## src/rtl/vecmac_mul_sched_if.sv

```systemverilog
// rtl/vecmac_mul_sched_if.sv - operand stream, result stream and multiplier handshake bundle
// The scheduler takes the slave view; the environment (stream source, sink, multiplier) the master view.
interface vecmac_mul_sched_if #(
   parameter int ACC_W = 24
);
   logic             in_valid;
   logic             in_ready;
   logic [7:0]       in_a;
   logic [7:0]       in_b;
   logic             in_last;
   logic             out_valid;
   logic             out_ready;
   logic [ACC_W-1:0] out_sum;
   logic             out_ovf;
   logic             out_err;
   logic             mul_start;
   logic [3:0]       mul_a;
   logic [3:0]       mul_b;
   logic [7:0]       mul_o;
   logic             mul_finish;
   logic             busy;

   modport slave (
      input  in_valid, in_a, in_b, in_last, out_ready, mul_o, mul_finish,
      output in_ready, out_valid, out_sum, out_ovf, out_err, mul_start, mul_a, mul_b, busy
   );

   modport master (
      output in_valid, in_a, in_b, in_last, out_ready, mul_o, mul_finish,
      input  in_ready, out_valid, out_sum, out_ovf, out_err, mul_start, mul_a, mul_b, busy
   );
endinterface

```

## src/rtl/vecmac_mul_sched.sv

```systemverilog
// rtl/vecmac_mul_sched.sv - signed int8 dot-product sequencer over one shared 4x4 self-timed multiplier
// Each pair is split into four nibble products; sign is applied once per pair on the magnitude sum.
module vecmac_mul_sched #(
   parameter int ACC_W       = 24,
   parameter int SYNC_STAGES = 2,
   parameter int TIMEOUT     = 1023
) (
   input  logic              clk,
   input  logic              reset,
   vecmac_mul_sched_if.slave bus
);
   localparam int TW = $clog2(TIMEOUT + 1);
   localparam logic [TW-1:0] TMO_LAST = TW'(TIMEOUT - 1);

   typedef enum logic [2:0] {IDLE, LOAD, ISSUE, WAIT_HI, WAIT_LO, ACCUM, OUT} state_t;

   state_t                 state, state_n;
   logic [SYNC_STAGES-1:0] fin_sync;
   logic                   fin_s;
   logic [7:0]             ma, mb;
   logic                   neg, last;
   logic [1:0]             k;
   logic [15:0]            pp, pp_add;
   logic [3:0]             shift;
   logic [ACC_W-1:0]       acc, contrib, acc_sum;
   logic                   ovf, err, ovf_now;
   logic [TW-1:0]          tmo;
   logic                   tmo_hit, accept, out_hs;
   logic                   in_ready_r, out_valid_r, mul_start_r;
   logic [3:0]             mul_a_r, mul_b_r;

   function automatic logic [7:0] mag(input logic [7:0] v);
      return v[7] ? (~v + 8'd1) : v;
   endfunction

   assign fin_s   = fin_sync[SYNC_STAGES-1];
   assign accept  = bus.in_valid && in_ready_r;
   assign out_hs  = out_valid_r && bus.out_ready;
   assign tmo_hit = (tmo == TMO_LAST);
   assign shift   = (k == 2'd0) ? 4'd0 : (k == 2'd3) ? 4'd8 : 4'd4;
   assign pp_add  = {8'd0, bus.mul_o} << shift;
   assign contrib = neg ? (~{{(ACC_W-16){1'b0}}, pp} + 1'b1) : {{(ACC_W-16){1'b0}}, pp};
   assign acc_sum = acc + contrib;
   assign ovf_now = (acc[ACC_W-1] == contrib[ACC_W-1]) && (acc_sum[ACC_W-1] != acc[ACC_W-1]);

   always_ff @(posedge clk or posedge reset) begin
      if (reset) state <= IDLE;
      else       state <= state_n;
   end

   always_comb begin
      state_n = state;
      case (state)
         IDLE:    if (accept) state_n = LOAD;
         LOAD:    state_n = ISSUE;
         ISSUE:   state_n = WAIT_HI;
         WAIT_HI: if (fin_s || tmo_hit) state_n = WAIT_LO;
         // A finish stuck high past the timeout abandons the remaining nibbles.
         WAIT_LO: begin
            if (!fin_s)       state_n = (k == 2'd3) ? ACCUM : ISSUE;
            else if (tmo_hit) state_n = ACCUM;
         end
         ACCUM:   state_n = last ? OUT : IDLE;
         OUT:     if (out_hs) state_n = IDLE;
         default: state_n = IDLE;
      endcase
   end

   always_ff @(posedge clk or posedge reset) begin
      if (reset) begin
         fin_sync    <= '0;
         in_ready_r  <= 1'b0;
         out_valid_r <= 1'b0;
         mul_start_r <= 1'b0;
         mul_a_r     <= 4'd0;
         mul_b_r     <= 4'd0;
         tmo         <= '0;
         ma          <= 8'd0;
         mb          <= 8'd0;
         neg         <= 1'b0;
         last        <= 1'b0;
         k           <= 2'd0;
         pp          <= 16'd0;
         acc         <= '0;
         ovf         <= 1'b0;
         err         <= 1'b0;
      end else begin
         fin_sync    <= {fin_sync[SYNC_STAGES-2:0], bus.mul_finish};
         // Handshake outputs are decoded from the next state so they leave flops directly.
         in_ready_r  <= (state_n == IDLE);
         out_valid_r <= (state_n == OUT);
         mul_start_r <= (state_n == WAIT_HI);
         tmo         <= (state_n != state) ? '0 : tmo + 1'b1;
         case (state)
            IDLE: if (accept) begin
               ma   <= mag(bus.in_a);
               mb   <= mag(bus.in_b);
               neg  <= bus.in_a[7] ^ bus.in_b[7];
               last <= bus.in_last;
            end
            LOAD: begin
               k  <= 2'd0;
               pp <= 16'd0;
            end
            ISSUE: begin
               mul_a_r <= k[1] ? ma[7:4] : ma[3:0];
               mul_b_r <= k[0] ? mb[7:4] : mb[3:0];
            end
            WAIT_HI: begin
               if (fin_s)        pp  <= pp + pp_add;
               else if (tmo_hit) err <= 1'b1;
            end
            WAIT_LO: begin
               if (!fin_s) begin
                  if (k != 2'd3) k <= k + 2'd1;
               end else if (tmo_hit) begin
                  err <= 1'b1;
               end
            end
            ACCUM: begin
               acc <= acc_sum;
               pp  <= 16'd0;
               if (ovf_now) ovf <= 1'b1;
            end
            OUT: if (out_hs) begin
               acc <= '0;
               ovf <= 1'b0;
               err <= 1'b0;
            end
            default: ;
         endcase
      end
   end

   assign bus.in_ready  = in_ready_r;
   assign bus.out_valid = out_valid_r;
   assign bus.out_sum   = acc;
   assign bus.out_ovf   = ovf;
   assign bus.out_err   = err;
   assign bus.mul_start = mul_start_r;
   assign bus.mul_a     = mul_a_r;
   assign bus.mul_b     = mul_b_r;
   assign bus.busy      = (state != IDLE);
endmodule

```

## src/flat_wrapper.sv

```systemverilog
// flat-port wrapper written by rule: the top's interface ports become plain ports
module vecmac_mul_sched_flat 
#(
   parameter int ACC_W       = 24,
   parameter int SYNC_STAGES = 2,
   parameter int TIMEOUT     = 1023
)
  (clk, reset, bus_in_valid, bus_in_a, bus_in_b, bus_in_last, bus_out_ready, bus_mul_o, bus_mul_finish, bus_in_ready, bus_out_valid, bus_out_sum, bus_out_ovf, bus_out_err, bus_mul_start, bus_mul_a, bus_mul_b, bus_busy);
  vecmac_mul_sched_if #(.ACC_W(ACC_W)) bus_i ();
  input  logic clk;
  input  logic reset;
  input wire logic [$bits(bus_i.in_valid)-1:0] bus_in_valid;
  input wire logic [$bits(bus_i.in_a)-1:0] bus_in_a;
  input wire logic [$bits(bus_i.in_b)-1:0] bus_in_b;
  input wire logic [$bits(bus_i.in_last)-1:0] bus_in_last;
  input wire logic [$bits(bus_i.out_ready)-1:0] bus_out_ready;
  input wire logic [$bits(bus_i.mul_o)-1:0] bus_mul_o;
  input wire logic [$bits(bus_i.mul_finish)-1:0] bus_mul_finish;
  output wire logic [$bits(bus_i.in_ready)-1:0] bus_in_ready;
  output wire logic [$bits(bus_i.out_valid)-1:0] bus_out_valid;
  output wire logic [$bits(bus_i.out_sum)-1:0] bus_out_sum;
  output wire logic [$bits(bus_i.out_ovf)-1:0] bus_out_ovf;
  output wire logic [$bits(bus_i.out_err)-1:0] bus_out_err;
  output wire logic [$bits(bus_i.mul_start)-1:0] bus_mul_start;
  output wire logic [$bits(bus_i.mul_a)-1:0] bus_mul_a;
  output wire logic [$bits(bus_i.mul_b)-1:0] bus_mul_b;
  output wire logic [$bits(bus_i.busy)-1:0] bus_busy;
  assign bus_i.in_valid = bus_in_valid;
  assign bus_i.in_a = bus_in_a;
  assign bus_i.in_b = bus_in_b;
  assign bus_i.in_last = bus_in_last;
  assign bus_i.out_ready = bus_out_ready;
  assign bus_i.mul_o = bus_mul_o;
  assign bus_i.mul_finish = bus_mul_finish;
  assign bus_in_ready = bus_i.in_ready;
  assign bus_out_valid = bus_i.out_valid;
  assign bus_out_sum = bus_i.out_sum;
  assign bus_out_ovf = bus_i.out_ovf;
  assign bus_out_err = bus_i.out_err;
  assign bus_mul_start = bus_i.mul_start;
  assign bus_mul_a = bus_i.mul_a;
  assign bus_mul_b = bus_i.mul_b;
  assign bus_busy = bus_i.busy;
  vecmac_mul_sched #(.ACC_W(ACC_W), .SYNC_STAGES(SYNC_STAGES), .TIMEOUT(TIMEOUT)) u_core (.clk(clk), .reset(reset), .bus(bus_i));
endmodule
```

## config.mk

```make
export PLATFORM = sky130hd
export DESIGN_NAME = vecmac_mul_sched_flat
export DESIGN_NICKNAME = d
export VERILOG_FILES = /design/src/rtl/vecmac_mul_sched_if.sv /design/src/rtl/vecmac_mul_sched.sv /design/src/flat_wrapper.sv
export SDC_FILE = /design/constraint.sdc
export NUM_CORES = 1
export LEC_CHECK = 0
export BUFFER_PORTS_ARGS = -buffer_cell sky130_fd_sc_hd__buf_2
export CORE_MARGIN = 2
export CORE_UTILIZATION = 55
export DETAILED_ROUTE_END_ITERATION = 7
export PLACE_DENSITY_LB_ADDON = 0.1
export SLEW_MARGIN = 20
export SYNTH_ARGS = -nofsm -noshare
export SYNTH_HDL_FRONTEND = slang
export SYNTH_SLANG_ARGS = --single-unit
```

## constraint.sdc

```tcl
create_clock -name clk -period 6.77 [get_ports clk]
set_clock_uncertainty 0.2 [all_clocks]
set_input_delay 0.677 -clock clk [delete_from_list [all_inputs] [get_ports clk]]
set_output_delay 0.677 -clock clk [all_outputs]
set_load 0.005 [all_outputs]
```

Yosys cells after proc, flatten, opt, wreduce, memory -nomap -nowiden
Index checks and enable logic that the tools add are counted.
{"block": "totals", "regBits": 88, "inputBits": 30, "out_inout_bits": 38}
{"block": "op_classes", "add_sub_neg": 7, "eq_ne": 21, "shifts": 1, "n_mux": 30, "bitwise_logic": 4, "reduce_logical": 19}
{"op": "$mux W24", "count": 2}
{"op": "$pmux W24 S2", "count": 1}
{"op": "$pmux W16 S2", "count": 1}
{"op": "$add A24 B1 Y24 const B", "count": 1}
{"op": "$add A24 B24 Y24", "count": 1}
{"op": "$not A16 Y24", "count": 1}
{"op": "$mux W3", "count": 7}
{"op": "$pmux W3 S7", "count": 1}
{"op": "$add A16 B16 Y16", "count": 1}
{"op": "$add A8 B1 Y8 const B", "count": 2}
{"op": "$mux W16", "count": 1}
{"op": "$mux W4", "count": 4}
{"op": "$mux W8", "count": 2}
{"op": "$not A8 Y8", "count": 2}
{"op": "$shl A8 B4 Y16", "count": 1}
{"op": "$eq A3 B3 Y1 const B", "count": 4}
{"op": "$add A10 B1 Y10 const B", "count": 1}
{"op": "$eq A10 B10 Y1 const B", "count": 1}
{"op": "$mux W10", "count": 1}
{"op": "$ne A2 B1 Y1 const B", "count": 5}
{"op": "$eq A3 B2 Y1 const B", "count": 3}
{"op": "$logic_not A3 Y1", "count": 2}
{"op": "$ne A2 B2 Y1 const B", "count": 3}
{"op": "$reduce_and A2 Y1", "count": 3}
{"op": "20 further kinds", "count": 31}

Logic depth before layout (Yosys ltp)
{"block": "logic_depth", "depth_word": 8, "mapped_depth": 15, "mapped_depth_nobuf": 15}

Worst setup path before layout
OpenSTA, ideal clock, no wires.
{"block": "synth_path", "path_kind": "reg2reg", "from": "register u_core.pp[4]", "to": "register u_core.acc[23] (netlist: u_core.bus.out_sum[23])", "setup_time_ns": 0.082, "arrival_ns": 3.987, "required_ns": 6.488, "setup_slack_ns": 2.500, "path_stages_with_launch": 16, "synth_period_minus_slack_ns": 4.270, "cell_sequence": "dfrtp_1 > or4_4 > nor4_4 > nand3b_1 > or2_2 > o21ai_0 > nand2_1 > ha_1 > a21oi_1 > o21ai_0 > nor4_1 > a21oi_1 > a41oi_1 > a2111oi_1 > a31oi_1 > o22ai_1"}
{"block": "synth_between", "elab_chain_cells": 5}
{"item": "from (decl)", "line": "vecmac_mul_sched.sv:23", "text": "logic [15:0] pp, pp_add;"}
{"item": "from (signal assigned)", "line": "vecmac_mul_sched.sv:110", "text": "if (fin_s) pp <= pp + pp_add;"}
{"item": "$not A16 Y24", "line": "vecmac_mul_sched.sv:42", "text": "assign contrib = neg ? (~{{(ACC_W-16){1'b0}}, pp} + 1'b1) : {{(ACC_W-16){1'b0}}, pp};"}
{"item": "$add A24 B1 Y24", "line": "vecmac_mul_sched.sv:42"}
{"item": "$mux W24 *", "line": "vecmac_mul_sched.sv:42"}
{"item": "$add A24 B24 Y24 *", "line": "vecmac_mul_sched.sv:43", "text": "assign acc_sum = acc + contrib;"}
{"item": "$pmux W24 S2 *", "line": "vecmac_mul_sched.sv:94", "text": "case (state)"}
{"item": "to (signal assigned)", "line": "vecmac_mul_sched.sv:121", "text": "acc <= acc_sum;"}
{"item": "to (decl)", "line": "vecmac_mul_sched.sv:25", "text": "logic [ACC_W-1:0] acc, contrib, acc_sum;"}
Every way passes the cells marked *; elsewhere a longest branch is shown, timed or not.
A chain may end at the register's enable or synchronous reset.

Worst setup path in the final report
Same ends and word-level chain as after synthesis.

==> Flow_metrics.wiki <==
{| class="wikitable"
! Metric !! Value
|-
| Die Outline Area || 12100 sq um
|-
| CTS clock-pin slew for the worst setup and hold paths || 90 ps
|-
| Placed cell count || 888
|-
| Final Critical Period || 4940 ps
|-
| Startpoint of the most critical register-to-register path || u_core.pp[4]
|-
| Count of cells along the worst hold path || 0
|-
| Reported max-cap violation count || 0
|-
| Number of port buffers || 67
|-
| Hold Slack || 173 ps
|-
| CP Data Required Time || 6860 ps
|-
| Upper clock frequency limit || 203 MHz
|-
| Die outline height || 110 microns
|-
| Crit-path max cell delay || 580 ps
|-
| Post-synthesis to final-layout area growth || 10.1%
|-
| Standard cell with the maximum stage delay on the critical path || or4_4
|-
| Number of fill cells || 947
|-
| Post-detail-place hpwl || 10.7 mm
|-
| Cell count of the worst reg-to-reg path || 15
|-
| Clock Path Buffers || 2
|-
| Class of the worst hold path || reg2reg
|-
| Overall fraction of global-route tracks in use || 25.2%
|-
| Status || completed
|-
| Share of the synthesized area in the top cell type || 35.7%
|-
| Global-route wire length before repair || 23.9 mm
|-
| FF+latch count, synth || 88
|-
| CTS tree || done
|-
| CTS HTree Levels || 3
|-
| Final routed DRC violation total || 0
|-
| Static power due to leakage || 3.19 nW
|-
| Root Driver || clkbuf_8
|-
| Transition time at the pin with the least slew margin || 812 ps
|-
| Worst Setup Path Type || reg2reg
|-
| Number of hold-repair buffers added at the cts stage || 0
|-
| Final Max Slew Viols || 0
|-
| Buffers and inverters on the worst path || 0
|-
| Clock network latency to the later pin of the worst-skew pair || 380 ps
|-
| Crit path arrival time || 5030 ps
|-
| Remaining global-route overflow || 0
|-
| Pin count of the biggest net entering global routing || 89
|-
| Number of nets produced by synthesis || 781
|-
| Multi-input combinational cell area || 3740 sq um
|-
| Number of nets in the finished design || 835
|-
| Length of the first detailed-routing pass in iterations || 5
|-
| Proportion of synthesized chip area in sequential cells || 35.7%
|-
| Startpoint Class || flip-flop
|-
| Layout cells sized above 1 || 14.1%
|-
| Worst path top cell family by delay || compound AO/OA/AOI/OAI gates
|-
| Power per Cell Area || 573 nW/um^2
|-
| Post-Syn Area || 6160 sq um
|-
| Overall via count from detail_route || 5288
|-
| Flip-flop and latch area || 2200 sq um
|-
| Standard cell core area || 10900 sq um
|-
| Critical-path maximum fanout || 6
|-
| Gp weighted congestion || 0.861
|-
| Number of standard cells in the layout, taps in and fillers out || 904
|-
| Aggregate negative setup slack || 0 ps
|-
| Final hold violation count || 0
|-
| Post-CTS Setup Repair Bufs || 0
|-
| Clock Sinks || 88
|-
| Mean Syn Cell Area || 8.74 sq um
|-
| RSZ-0062 raised after global routing || no
|-
| Most instantiated flip-flop cell in the synthesis netlist || dfrtp_1
|-
| Via density per instance || 5.85
|-
| Residual antenna-violating net count after detailed routing || 0
|-
| Commonest non-fill, non-tap cells in the layout || dfrtp_1, nand2_1, o21ai_0
|-
| Number of cells produced by synthesis || 705
|-
| Detailed router's first-iteration violation count || 278
|-
| Setup slack, reg-to-reg || 1830 ps
|-
| Quantity of gates resized following cts || 0
|-
| Distinct cell type count after synthesis || 59
|-
| Hold_sp || u_core.fin_sync[0]
|-
| Synthesis Warnings || 0
|-
| Dominant cells by area after synthesis || dfrtp_1, ha_1, o21ai_0, xnor2_1, nand2_1
|-
| Cell row count || 38
|-
| Die boundary width || 110 microns
|-
| Post-synth EDFFs || 0
|-
| IR drop worst, VDD || 0.378 mV
|-
| Final setup fails || 0
|-
| Tcrit/Tclk final || 72.9%
|-
| Endpoint, Worst Hold || u_core.fin_sync[1]
|-
| Most common cell after layout, fill and taps aside || dfrtp_1
|-
| Worst slew margin || 45.9%
|-
| Dominant cell type by area after synthesis || dfrtp_1
|-
| Total clock buffers created by CTS || 9
|-
| Via count of the first global-routing pass || 5034
|-
| I/O pin count || 68
|-
| Share of async-settable or async-resettable flops after synthesis || 100%
|-
| R2R Path End || u_core.bus.out_sum[23]
|-
| Per-cell routed wire length || 15.8 microns
|-
| Kind of capture point of the worst setup path || flip-flop
|-
| Antenna violations before repair || 0
|-
| Final routed wirelength across all metal layers || 14.3 mm
|-
| Initial cell density of the core || 56.6%
|-
| Diode insertion count for antenna repair || 0
|-
| Critical-path cell list || or4_4 -> nor4_4 -> nand3b_1 -> or2_2 -> o21ai_0 -> nand2_1 -> ha_1 -> a21oi_1 -> o21ai_0 -> nor4_1 -> a21oi_1 -> a41oi_1 -> a2111oi_1 -> a31oi_1 -> o22ai_1
|}
==> report_power, final <==
part | switching (mW) | internal [mW] | leakage, nW
sequential | 0.228 | 0.723 | 1.12
clock | 0.205 | 0.183 | 0.0966
combinational | 1.44 | 1.11 | 1.98
total | 1.87 | 2.01 | 3.19
==> state kept, by name, indices dropped and copies added (netlist names) <==
name,count
u_core.tmo,10
u_core.bus.out_err,1
u_core.last,1
u_core.bus.out_valid,1
u_core.state,3
u_core.k,2
u_core.bus.in_ready,1
u_core.fin_sync,2
u_core.ma,8
u_core.mb,8
u_core.bus.mul_b,4
u_core.bus.mul_start,1
u_core.pp,16
u_core.bus.mul_a,4
u_core.neg,1
u_core.bus.out_ovf,1
u_core.bus.out_sum,24
==> metal layers <==
layer	GRT usage (%)	vias up	routed length (microns)
met5	0	-	0
met4	8.41	0	307
met3	4.56	27	579
met2	42.2	120	6890
met1	32.7	2519	6530
li1	-	2622	-
==> cell type report <==
type	instances	share of cell area [%]
clock buffer	11	2.08
clock inverter	5	0.923
inverter	25	1.40
multi-input combinational	565	55.2
sequential	88	32.5
tap	140	2.58
timing repair buffer	70	5.33
==> logic make-up after synthesis <==
kind of cell    after synthesis  share of synthesized area (%)
flops                        88                           35.7
buf+inv                      52                           3.66
fa+ha+maj                    46                           9.59
compound gates              194                           20.0
mux                          22                           3.59
simple gates                242                           18.7
xor+xnor                     61                           8.67
==> worst max-delay path by stage <==
stage,from,endpoint,slack (ps),cells past startpoint
after floorplan,u_core.pp[4],u_core.bus.out_sum[23],2500,15
after global placement,u_core.pp[4],u_core.bus.out_sum[23],2110,15
after detailed placement,u_core.pp[4],u_core.bus.out_sum[23],1890,15
after CTS,u_core.pp[4],u_core.bus.out_sum[23],1860,15
after global routing,u_core.pp[4],u_core.bus.out_sum[23],1460,15
final,u_core.pp[4],u_core.bus.out_sum[23],1830,15
==> stage by stage <==
stage	worst slack [ps]	cell area, sq um	util (%)	power, mW
after floorplan	2500	6160	-	2.91
after global placement	2110	6560	60.3	3.38
after detailed placement	1890	6560	60.3	3.48
after CTS	1860	6770	62.2	3.88
after global routing	1460	6780	62.3	4.27
final	1830	6780	62.3	3.89
==> worst register-to-register path, cell delays in order, from the launching register on <==
cell,delay (ps)
dfrtp_1,460
or4_4,580
nor4_4,330
nand3b_1,150
or2_2,300
o21ai_0,480
nand2_1,120
ha_1,410
a21oi_1,120
o21ai_0,390
nor4_1,90
a21oi_1,300
a41oi_1,250
a2111oi_1,430
a31oi_1,80
o22ai_1,150
==> synth_stat cells, types with 3 or more instances <==
| library cell | number |
|---|---|
| a211oi_1 | 5 |
| a21boi_0 | 3 |
| a21o_1 | 13 |
| a21oi_1 | 35 |
| a22o_1 | 7 |
| a31o_2 | 4 |
| a31oi_1 | 9 |
| and2_1 | 10 |
| and3_1 | 3 |
| clkbuf_1 | 21 |
| dfrtp_1 | 88 |
| ha_1 | 44 |
| inv_1 | 25 |
| mux2i_1 | 21 |
| nand2_1 | 79 |
| nand2b_1 | 5 |
| nand3_1 | 34 |
| nand4_1 | 6 |
| nor2_1 | 56 |
| nor2b_1 | 12 |
| nor3_1 | 13 |
| o211ai_1 | 6 |
| o21a_1 | 6 |
| o21ai_0 | 70 |
| o21bai_1 | 4 |
| o31ai_1 | 12 |
| or2_2 | 6 |
| or3_1 | 6 |
| xnor2_1 | 34 |
| xor2_1 | 27 |
No activity file was read; power rests on OpenSTA's default activity.
